**config.mk**
```make
export PLATFORM = sky130hd
export DESIGN_NAME = subckt_pattern_driver
export DESIGN_NICKNAME = d
export VERILOG_FILES = /design/src/rtl/subckt_pattern_driver.sv
export SDC_FILE = /design/constraint.sdc
export NUM_CORES = 1
export LEC_CHECK = 0
export ABC_AREA = 1
export BUFFER_PORTS_ARGS = -buffer_cell sky130_fd_sc_hd__buf_4
export CAP_MARGIN = 20
export CORE_AREA = 5 5 91 93
export CTS_CLUSTER_DIAMETER = 40
export DETAILED_ROUTE_END_ITERATION = 8
export DIE_AREA = 0 0 96 98
export PLACE_DENSITY = 0.66
export SETUP_SLACK_MARGIN = 0.1
export SLEW_MARGIN = 40
export SYNTH_ARGS = -nofsm -noshare
export SYNTH_HDL_FRONTEND = slang
export SYNTH_SLANG_ARGS = --single-unit
```
**constraint.sdc**
```tcl
create_clock -name I1470_clk -period 1.87 [get_ports I1470_clk]
set_clock_uncertainty 0.05 [all_clocks]
set_input_delay 0.0935 -clock I1470_clk [delete_from_list [all_inputs] [get_ports I1470_clk]]
set_output_delay 0.0935 -clock I1470_clk [all_outputs]
set_load 0.005 [all_outputs]
```
**src/rtl/subckt_pattern_driver.sv**
```systemverilog
// subckt_pattern_driver
//
// Stimulus/observe end for a single-output netlist subcircuit. One session per
// start_i: an LFSR issues N_PATTERNS pseudo-random vectors, one per cycle, and
// the subcircuit's response to each is folded into a 16-bit MISR exactly LAT
// cycles after its pattern was valid.
//
// Parameters:
//   N_IN        pattern width (1..16)
//   N_PATTERNS  patterns per session (0..65535)
//   LAT         cycles from pattern-valid cycle to response sample (1..8)
//   SEED        LFSR start value; 16'h0000 is replaced by 16'h0001
//
// Ports:
//   I1470_clk    in   clock, rising edge
//   I1477_rst    in   synchronous active-high reset
//   start_i      in   session start, honoured only in IDLE or DONE
//   pat_o        out  pattern to the subcircuit (0 outside RUN)
//   pat_valid_o  out  pat_o carries a live pattern
//   resp_i       in   subcircuit output
//   signature_o  out  MISR contents
//   count_o      out  responses captured this session
//   busy_o       out  session in RUN or DRAIN
//   done_o       out  session complete, signature/count final
//   golden_i     in   expected signature      (SUBCKT_DRV_GOLDEN_CMP_EN only)
//   mismatch_o   out  signature != golden_i   (SUBCKT_DRV_GOLDEN_CMP_EN only)
//
// Build option: define SUBCKT_DRV_GOLDEN_CMP_EN to add the golden-signature
// comparator and its two ports; the default build has neither.
//
// state   | meaning
// S_IDLE  | after reset, waiting for start_i
// S_RUN   | issuing one LFSR pattern per cycle
// S_DRAIN | all patterns issued, waiting LAT cycles for the last response
// S_DONE  | signature and count final; start_i begins a new session

module subckt_pattern_driver #(
   parameter int          N_IN       = 4,
   parameter int          N_PATTERNS = 1000,
   parameter int          LAT        = 1,
   parameter logic [15:0] SEED       = 16'hACE1
) (
   input  logic            I1470_clk,
   input  logic            I1477_rst,
   input  logic            start_i,
   output logic [N_IN-1:0] pat_o,
   output logic            pat_valid_o,
   input  logic            resp_i,
   output logic [15:0]     signature_o,
   output logic [15:0]     count_o,
   output logic            busy_o,
   output logic            done_o
`ifdef SUBCKT_DRV_GOLDEN_CMP_EN
   ,
   input  logic [15:0]     golden_i,
   output logic            mismatch_o
`endif
);

   typedef enum logic [1:0] {
      S_IDLE  = 2'd0,
      S_RUN   = 2'd1,
      S_DRAIN = 2'd2,
      S_DONE  = 2'd3
   } state_t;

   localparam logic [15:0] SEED_EFF   = (SEED == 16'h0000) ? 16'h0001 : SEED;
   localparam logic [15:0] PAT_LOAD   = (N_PATTERNS > 0) ? 16'(N_PATTERNS - 1) : 16'h0000;
   localparam logic [3:0]  DRAIN_LOAD = 4'(LAT - 1);
   localparam bit          NO_PATS    = (N_PATTERNS == 0);

   // Shared by the LFSR and the MISR: x^16+x^14+x^13+x^11+1, shift toward MSB.
   function automatic logic [15:0] shift16(input logic [15:0] v);
      return {v[14:0], v[15] ^ v[13] ^ v[12] ^ v[10]};
   endfunction

   state_t          state_q;
   logic [15:0]     lfsr_q;
   logic [15:0]     lfsr_d;
   logic [15:0]     pat_cnt_q;
   logic [3:0]      drain_cnt_q;
   logic [N_IN-1:0] pat_q;
   logic            pat_valid_q;
   logic            busy_q;
   logic            done_q;
   logic [LAT-1:0]  vld_sr_q;
   logic [LAT-1:0]  vld_sr_d;
   logic [15:0]     misr_q;
   logic [15:0]     misr_d;
   logic [15:0]     count_q;
   logic [15:0]     count_d;
   logic            start_ok;
   logic            capture;
   logic            enter_done;

   // vld_sr delays pat_valid by LAT cycles; its last stage marks the cycle
   // whose closing edge samples the matching response.
   always_comb begin
      start_ok   = start_i && ((state_q == S_IDLE) || (state_q == S_DONE));
      capture    = vld_sr_q[LAT-1];
      enter_done = (start_ok && NO_PATS) ||
                   ((state_q == S_DRAIN) && (drain_cnt_q == 4'd0));
      lfsr_d     = shift16(lfsr_q);

      vld_sr_d    = '0;
      vld_sr_d[0] = pat_valid_q;
      for (int i = 1; i < LAT; i++) begin
         vld_sr_d[i] = vld_sr_q[i-1];
      end

      misr_d  = misr_q;
      count_d = count_q;
      if (start_ok) begin
         misr_d  = 16'h0000;
         count_d = 16'h0000;
      end else if (capture) begin
         misr_d  = shift16(misr_q) ^ {15'b0, resp_i};
         count_d = count_q + 16'd1;
      end
   end

   always_ff @(posedge I1470_clk) begin
      if (I1477_rst) begin
         state_q     <= S_IDLE;
         lfsr_q      <= SEED_EFF;
         pat_cnt_q   <= 16'h0000;
         drain_cnt_q <= 4'd0;
         pat_q       <= '0;
         pat_valid_q <= 1'b0;
         busy_q      <= 1'b0;
         done_q      <= 1'b0;
      end else begin
         case (state_q)
            S_IDLE, S_DONE: begin
               if (start_i) begin
                  lfsr_q <= SEED_EFF;
                  if (NO_PATS) begin
                     state_q <= S_DONE;
                     done_q  <= 1'b1;
                  end else begin
                     state_q     <= S_RUN;
                     pat_q       <= SEED_EFF[N_IN-1:0];
                     pat_valid_q <= 1'b1;
                     pat_cnt_q   <= PAT_LOAD;
                     busy_q      <= 1'b1;
                     done_q      <= 1'b0;
                  end
               end
            end
            S_RUN: begin
               lfsr_q <= lfsr_d;
               if (pat_cnt_q == 16'h0000) begin
                  state_q     <= S_DRAIN;
                  pat_q       <= '0;
                  pat_valid_q <= 1'b0;
                  drain_cnt_q <= DRAIN_LOAD;
               end else begin
                  pat_cnt_q <= pat_cnt_q - 16'd1;
                  pat_q     <= lfsr_d[N_IN-1:0];
               end
            end
            S_DRAIN: begin
               // Terminal count lines up with the capture edge of the last response.
               if (drain_cnt_q == 4'd0) begin
                  state_q <= S_DONE;
                  busy_q  <= 1'b0;
                  done_q  <= 1'b1;
               end else begin
                  drain_cnt_q <= drain_cnt_q - 4'd1;
               end
            end
            default: state_q <= S_IDLE;
         endcase
      end
   end

   always_ff @(posedge I1470_clk) begin
      if (I1477_rst) begin
         vld_sr_q <= '0;
         misr_q   <= 16'h0000;
         count_q  <= 16'h0000;
      end else begin
         vld_sr_q <= vld_sr_d;
         misr_q   <= misr_d;
         count_q  <= count_d;
      end
   end

`ifdef SUBCKT_DRV_GOLDEN_CMP_EN
   logic mismatch_q;

   // Compare against misr_d so the final capture on the DONE-entry edge counts.
   always_ff @(posedge I1470_clk) begin
      if (I1477_rst) begin
         mismatch_q <= 1'b0;
      end else if (enter_done) begin
         mismatch_q <= (misr_d != golden_i);
      end else if (start_ok) begin
         mismatch_q <= 1'b0;
      end
   end

   assign mismatch_o = mismatch_q;
`endif

   assign pat_o       = pat_q;
   assign pat_valid_o = pat_valid_q;
   assign signature_o = misr_q;
   assign count_o     = count_q;
   assign busy_o      = busy_q;
   assign done_o      = done_q;

endmodule
```
==> flow_summary.yaml, run 1 <==
power:
  cellLeakagePower_nw: 1.74
  irDropWorstVdd_mv: 0.770
  p_sw_frac: 0.408
  p_int_mw: 3.47
  pwr-share-seq: 0.365
  p_comb_frac: 0.413
  design_power_total_mw: 5.86
  power_density_nw_per_um2: 1370
  clkPwrFrac: 0.222
  power_switching_mw: 2.39
yosys:
  netlist_area_um2: 3540
  syn-num-nets: 518
  ys_seq_area_frac: 0.441
  yosysWarnings: 0
  avgSynthCellArea_um2: 6.99
  syn_inst: 507
  ys_ff_latch: 78
  synth_cell_type_count: 28
  synth-compound-area-share: 0.117
  synth-simple-area-share: 0.311
  synth_xor_area_frac: 0.0346
  synth_area_leaders: "dfxtp_1 (44%), nand2_1 (15%), a21oi_1 (8.2%)"
  synthMuxAreaShare: 0
  synth_fa_ha_area_frac: 0.0247
  synth_top_cell_by_area: "dfxtp_1"
  netlist.area_leader.share: 0.441
  synth_top_family_by_area: "simple AND/OR/NAND/NOR gates"
grt:
  grt_start_max_net_pins: 33
  antenna_found_initial: 0
  grt_overflow: 0
  grt_pass1_vias: 2966
  grt_pass1_wl_mm: 12.9
  track_usage: 0.169
die:
  ios: 43
  die_w_um: 96
  coreArea_um2: 7450
  dieArea_um2: 9410
  start_util: 0.476
  fp.dieH_um: 98
  floorplan.rows: 32
outcome:
  run_status: "complete, no violations"
route:
  via_per_inst: 4.89
  via_count: 3239
  drt_iter0_drc: 133
  ant_nets: 0
  drt_pass1_iterations: 4
  wirelength_mm: 7.55
  drc: 0
  wl_per_cell_um: 11.4
clock_tree:
  cts-buffers-inserted: 9
  clock_path_buffers: 2
  cts_num_sinks: 78
  clk_latency_ns: 0.35
  cts_tree: "built"
  htreeDepth: 3
  clk_pin_slew_worst_paths_ns: 0.08
  cts_root_buf: "clkbuf_8"
critical_path:
  cp.arrival_ns: 1.81
  endpoint: "pat_cnt_q[12]"
  start_kind: "register"
  reg2reg_slack_ns: 0.24
  max_stage_delay_ns: 0.34
  critPathKind: "reg -> reg"
  worst_ep_required_time_ns: 2.05
  cpMostUsedCell: "nor2_1"
  cp-end-kind: "register"
  critical_path.max_fanout: 13
  crit_chain: "inv_1 -> ha_1 -> buf_4 -> nand3_2 -> nand2_4 -> buf_6 -> nor2_1 -> nor2_1 -> nor2_1"
  rr_endpoint: "pat_cnt_q[12]"
  r2r-start: "state_q[1]"
  reg2regPathDepth: 9
  cp-startpoint: "state_q[1]"
  cp_slowest_cell: "dfxtp_1"
finish:
  syn_to_final_growth_pct: 20.6
  nets: 567
  diodes: 0
  seq_area_um2: 1560
  multiInputGateArea_um2: 1780
  layout_common_cells: "nand2_1 (144), dfxtp_1 (77), nor2_1 (65)"
  final_cell_count_no_fill: 663
  nFillCells: 736
  drive_gt1_frac: 0.175
  final_common_cell: "nand2_1"
sta:
  hold_ws_ns: 0.0891
  post-route-min-period_ns: 1.63
  setup_viol: 0
  worst_pin_slew_ns: 0.466
  relSlewSlack: 0.689
  report.final.slew_viol_count: 0
  finalCritPeriodShare: 0.871
  fin_ws_ns: 0.242
  hold_violations: 0
  fmax_ghz: 0.614
  rsz0062_at_grt: "false"
  finalSetupTns_ns: 0
placed_design:
  place_congestion: 0.845
  port_buffers: 42
  placed_cells: 646
  dp_slack_ns: 0.0985
  dp.final_hpwl_mm: 5.38
worst_hold_path:
  hold_class: "in -> reg"
run:
  drv_cap: 0
==> metal layers <==
metal,vias to the layer above,part of all wire,GRT usage
met5,-,0,0
met1,1469,0.46,0.205
li1,1709,-,-
met3,11,0.040,0.0308
met2,50,0.49,0.289
met4,0,0.015,0.0656
==> kinds of logic after synthesis <==
kind of cell | after synthesis
flops | 78
compound gates | 80
simple gates | 266
fa+ha+maj | 7
xor+xnor | 14
buf+inv | 62
==> worst min path at each step <==
stage / slack, ns / cells past startpoint / to / startpoint
floorplan: 0.23 / 3 / pat_cnt_q[0] / I1477_rst
global placement: 0.39 / 2 / busy_o / busy_o
detailed placement: 0.40 / 2 / busy_o / busy_o
CTS: 0.07 / 2 / pat_cnt_q[11] / I1477_rst
global route: 0.10 / 2 / pat_cnt_q[12] / I1477_rst
finish: 0.09 / 2 / pat_cnt_q[11] / I1477_rst
==> Yosys cell counts <==
| library cell | number |
|---|---|
| o21ai_0 | 13 |
| nand2_1 | 146 |
| buf_2 | 2 |
| nand3b_1 | 2 |
| inv_1 | 45 |
| nand4_1 | 5 |
| clkbuf_1 | 11 |
| a21oi_1 | 58 |
| o21ai_2 | 1 |
| buf_6 | 2 |
| inv_4 | 1 |
| nand3_1 | 23 |
| o22ai_1 | 7 |
| xnor2_1 | 7 |
| xor2_1 | 7 |
| nand2_2 | 3 |
| or2_2 | 2 |
| nand3_2 | 1 |
| nor2_2 | 3 |
| inv_2 | 1 |
| dfxtp_1 | 78 |
| nor2_4 | 1 |
| nor3b_1 | 1 |
| nor2_1 | 70 |
| nand2_4 | 1 |
| a211oi_1 | 1 |
| nor3_1 | 8 |
| ha_1 | 7 |
==> worst max-delay path, delay by kind of cell (launching register included) <==
family | cells | cell delay, ns
adder cells (fa/ha/maj) | 1 | 0.19
buffers and inverters | 3 | 0.48
flip-flops | 1 | 0.34
AND/OR/NAND/NOR | 5 | 0.45
==> metrics by stage <==
step                      area (µm²)  utilization
after detailed placement        3990        0.535
after CTS                       4200        0.563
after global routing            4270        0.574
final                           4270        0.574
after global placement          3990        0.535
after floorplan                 3540            -
==> state kept, by name (all words and copies together), names as in the netlist <==
| name | flops |
|---|---|
| drain_cnt_q | 4 |
| done_o | 1 |
| busy_o | 1 |
| signature_o | 16 |
| pat_cnt_q | 16 |
| count_o | 16 |
| capture | 1 |
| pat_valid_o | 1 |
| state_q | 2 |
| pat_o | 4 |
| lfsr_q | 16 |
==> power groups by stage <==
stage | clock (mW) | combinational (mW) | sequential (mW)
final | 1.30 | 2.42 | 2.14
after global routing | 1.41 | 2.75 | 2.19
after CTS | 1.35 | 2.28 | 2.14
after detailed placement | 0 | 2.27 | 2.17
after global placement | 0 | 2.23 | 2.17
after floorplan | 0 | 1.75 | 2.13
==> cell type report <==
type | count | area share
timing repair buffer | 53 | 0.0940
inverter | 47 | 0.0445
sequential | 78 | 0.366
multi-input combinational | 367 | 0.417
tap | 102 | 0.0299
clock buffer | 10 | 0.0322
clock inverter | 6 | 0.0161
==> what timing repair did <==
action                     CTS  global route
pin swaps                    0             3
setup endpoints to repair    2            49
setup buffers                0             1
hold buffers                 0             0
gates resized for setup      1            21
(Power assumes the default switching activity.)
==> run 2, diff against run 1 <==
CORE_AREA = 2 2 88 90   (was 5 5 91 93)
DIE_AREA = 0 0 90 92   (was 0 0 96 98)
PLACE_DENSITY = 0.64   (was 0.66)
==> run 2 against run 1 <==
  * Power down 1.5%
  * Global-route usage up 2.0 points
  * Clock-buffer cell count unchanged
  * Sequential share of layout area up 0.26 points
  * Via count down 1.3%
  * Cell area down 0.79%
  * Cell count down 0.15%
  * Worst setup slack worse by 0.024 ns
  * Die area down 12%
  * Non-clock buffer count unchanged
  * Worst hold slack better by 0.0047 ns
  * Sequential power about the same
  * Critical path type unchanged
  * Largest cell class unchanged
==> flow_summary.yaml, run 2 (synthesized netlist as in run 1, its figures left out) <==
grt:
  grt_overflow: 0
  grt_pass1_wl_mm: 12.9
  track_usage: 0.189
  grt_pass1_vias: 2950
  grt_start_max_net_pins: 33
  antenna_found_initial: 0
sta:
  rsz0062_at_grt: "true"
  fin_ws_ns: 0.217
  worst_pin_slew_ns: 0.454
  post-route-min-period_ns: 1.65
  hold_violations: 0
  relSlewSlack: 0.697
  finalCritPeriodShare: 0.884
  report.final.slew_viol_count: 0
  fmax_ghz: 0.605
  setup_viol: 0
  finalSetupTns_ns: 0
finish:
  final_common_cell: "nand2_1"
  fin_area_um2: 4240
  nFillCells: 745
  diodes: 0
  nets: 568
  layout_common_cells: "nand2_1 (145), dfxtp_1 (78), nor2_1 (65)"
  syn_to_final_growth_pct: 19.6
  drive_gt1_frac: 0.164
power:
  design_power_total_mw: 5.78
  cellLeakagePower_nw: 1.72
  irDropWorstVdd_mv: 0.661
  power_density_nw_per_um2: 1360
route:
  wirelength_mm: 7.62
  drc: 0
  ant_nets: 0
  via_per_inst: 4.83
  wl_per_cell_um: 11.5
  drt_iter0_drc: 134
  via_count: 3196
  drt_pass1_iterations: 4
critical_path:
  cp.arrival_ns: 1.89
  reg2reg_slack_ns: 0.22
  rr_endpoint: "pat_cnt_q[14]"
  critPathKind: "reg -> reg"
  start_kind: "register"
  max_stage_delay_ns: 0.37
  cpMostUsedCell: "nor2_1"
  cp_slowest_cell: "dfxtp_1"
  cp-end-kind: "register"
  crit_chain: "inv_1 -> ha_4 -> nand2_1 -> o21ai_4 -> nand2_4 -> buf_4 -> nor2_1 -> nor2_1 -> nor2_1"
  r2r-start: "state_q[0]"
  critPathBufInv: 2
  reg2regPathDepth: 9
  critPathTopFamily: "simple AND/OR/NAND/NOR gates"
  critical_path.max_fanout: 9
  worst_ep_required_time_ns: 2.10
die:
  fp.dieH_um: 92
  start_util: 0.476
  dieArea_um2: 8280
  coreArea_um2: 7450
  ios: 43
  die_w_um: 90
  floorplan.rows: 32
placed_design:
  place_congestion: 0.805
  port_buffers: 42
  dp.final_hpwl_mm: 5.28
  dp_slack_ns: 0.119
  place_area_um2: 3980
clock_tree:
  clk_latency_ns: 0.34
  clock_path_buffers: 2
  cts_num_sinks: 78
  htreeDepth: 3
  cts_hold_buf: 0
  clk_pin_slew_worst_paths_ns: 0.08
  cts_root_buf: "clkbuf_8"
  cts_tree: "built"
  cts-buffers-inserted: 9
run:
  drv_cap: 0
worst_hold_path:
  min_from: "I1477_rst"
  hold_depth: 2
  hold_class: "in -> reg"
  hold_end: "pat_cnt_q[12]"
outcome:
  run_status: "complete, no violations"
run 2: cell types whose count changed in the layout (fill, tap and decap cells not counted), moves of 2 or more:
cell,before,now
inv_6,4,0
clkinvlp_4,2,4
inv_1,41,43
inv_2,3,1
inv_4,0,2
nor2_2,6,8
nor2_4,3,1
run 2: routing by layer:
metal	wire, µm	GRT usage	vias to the layer above
met5	0	0	-
met4	144	0.0833	0
met3	334	0.0427	11
li1	-	-	1709
met1	3650	0.230	1415
met2	3500	0.320	61
run 2: final cells by class:
cell class	count	area, µm²	area share
well taps	102	128	0.0301
inverters	47	185	0.0437
repair inverters	1	7.51	0.00177
flip-flops and latches	78	1560	0.368
repair buffers	53	410	0.0968
multi-input cells	367	1770	0.417
clock inverters	4	50.0	0.0118
clock buffers	10	128	0.0301
run 2: what timing repair did:
action / 4_1_cts / 5_1_grt
endpoints found under the setup margin: 0 / 60
buffers inserted: 0 / 2
gates resized for setup: 0 / 16
run 2: worst max-delay path by stage:
stage / from / end / slack, ns / cells after the start
finish: state_q[0] / pat_cnt_q[14] / 0.22 / 9
detailed placement: state_q[0] / count_o[4] / 0.12 / 7
floorplan: state_q[0] / count_o[15] / 0.22 / 8
global route: state_q[0] / signature_o[0] / 0.07 / 9
CTS: state_q[0] / count_o[4] / 0.11 / 7
global placement: state_q[0] / signature_o[0] / 0.15 / 9
run 2: report_power, final:
part	internal, mW	leakage (nW)	total [mW]	switching (mW)
Combinational	0.902	1.01	2.45	1.55
Sequential	1.92	0.634	2.14	0.220
Clock	0.600	0.0842	1.18	0.584
Total	3.42	1.72	5.78	2.35
run 2: worst reg2reg max path: stages, from the launching register on:
cell and delay (ns):
dfxtp_1 0.37, inv_1 0.10, ha_4 0.29, nand2_1 0.11
o21ai_4 0.17, nand2_4 0.10, buf_4 0.19, nor2_1 0.11
nor2_1 0.04, nor2_1 0.07
run 2: stage by stage:
stage | util | instances | hold slack [ns]
2_1_floorplan | - | 507 | 0.235
3_3_place_gp | 0.534 | 645 | 0.383
3_5_place_dp | 0.534 | 645 | 0.386
4_1_cts | 0.558 | 659 | 0.0760
5_1_grt | 0.569 | 662 | 0.0940
6_report | 0.569 | 662 | 0.0939
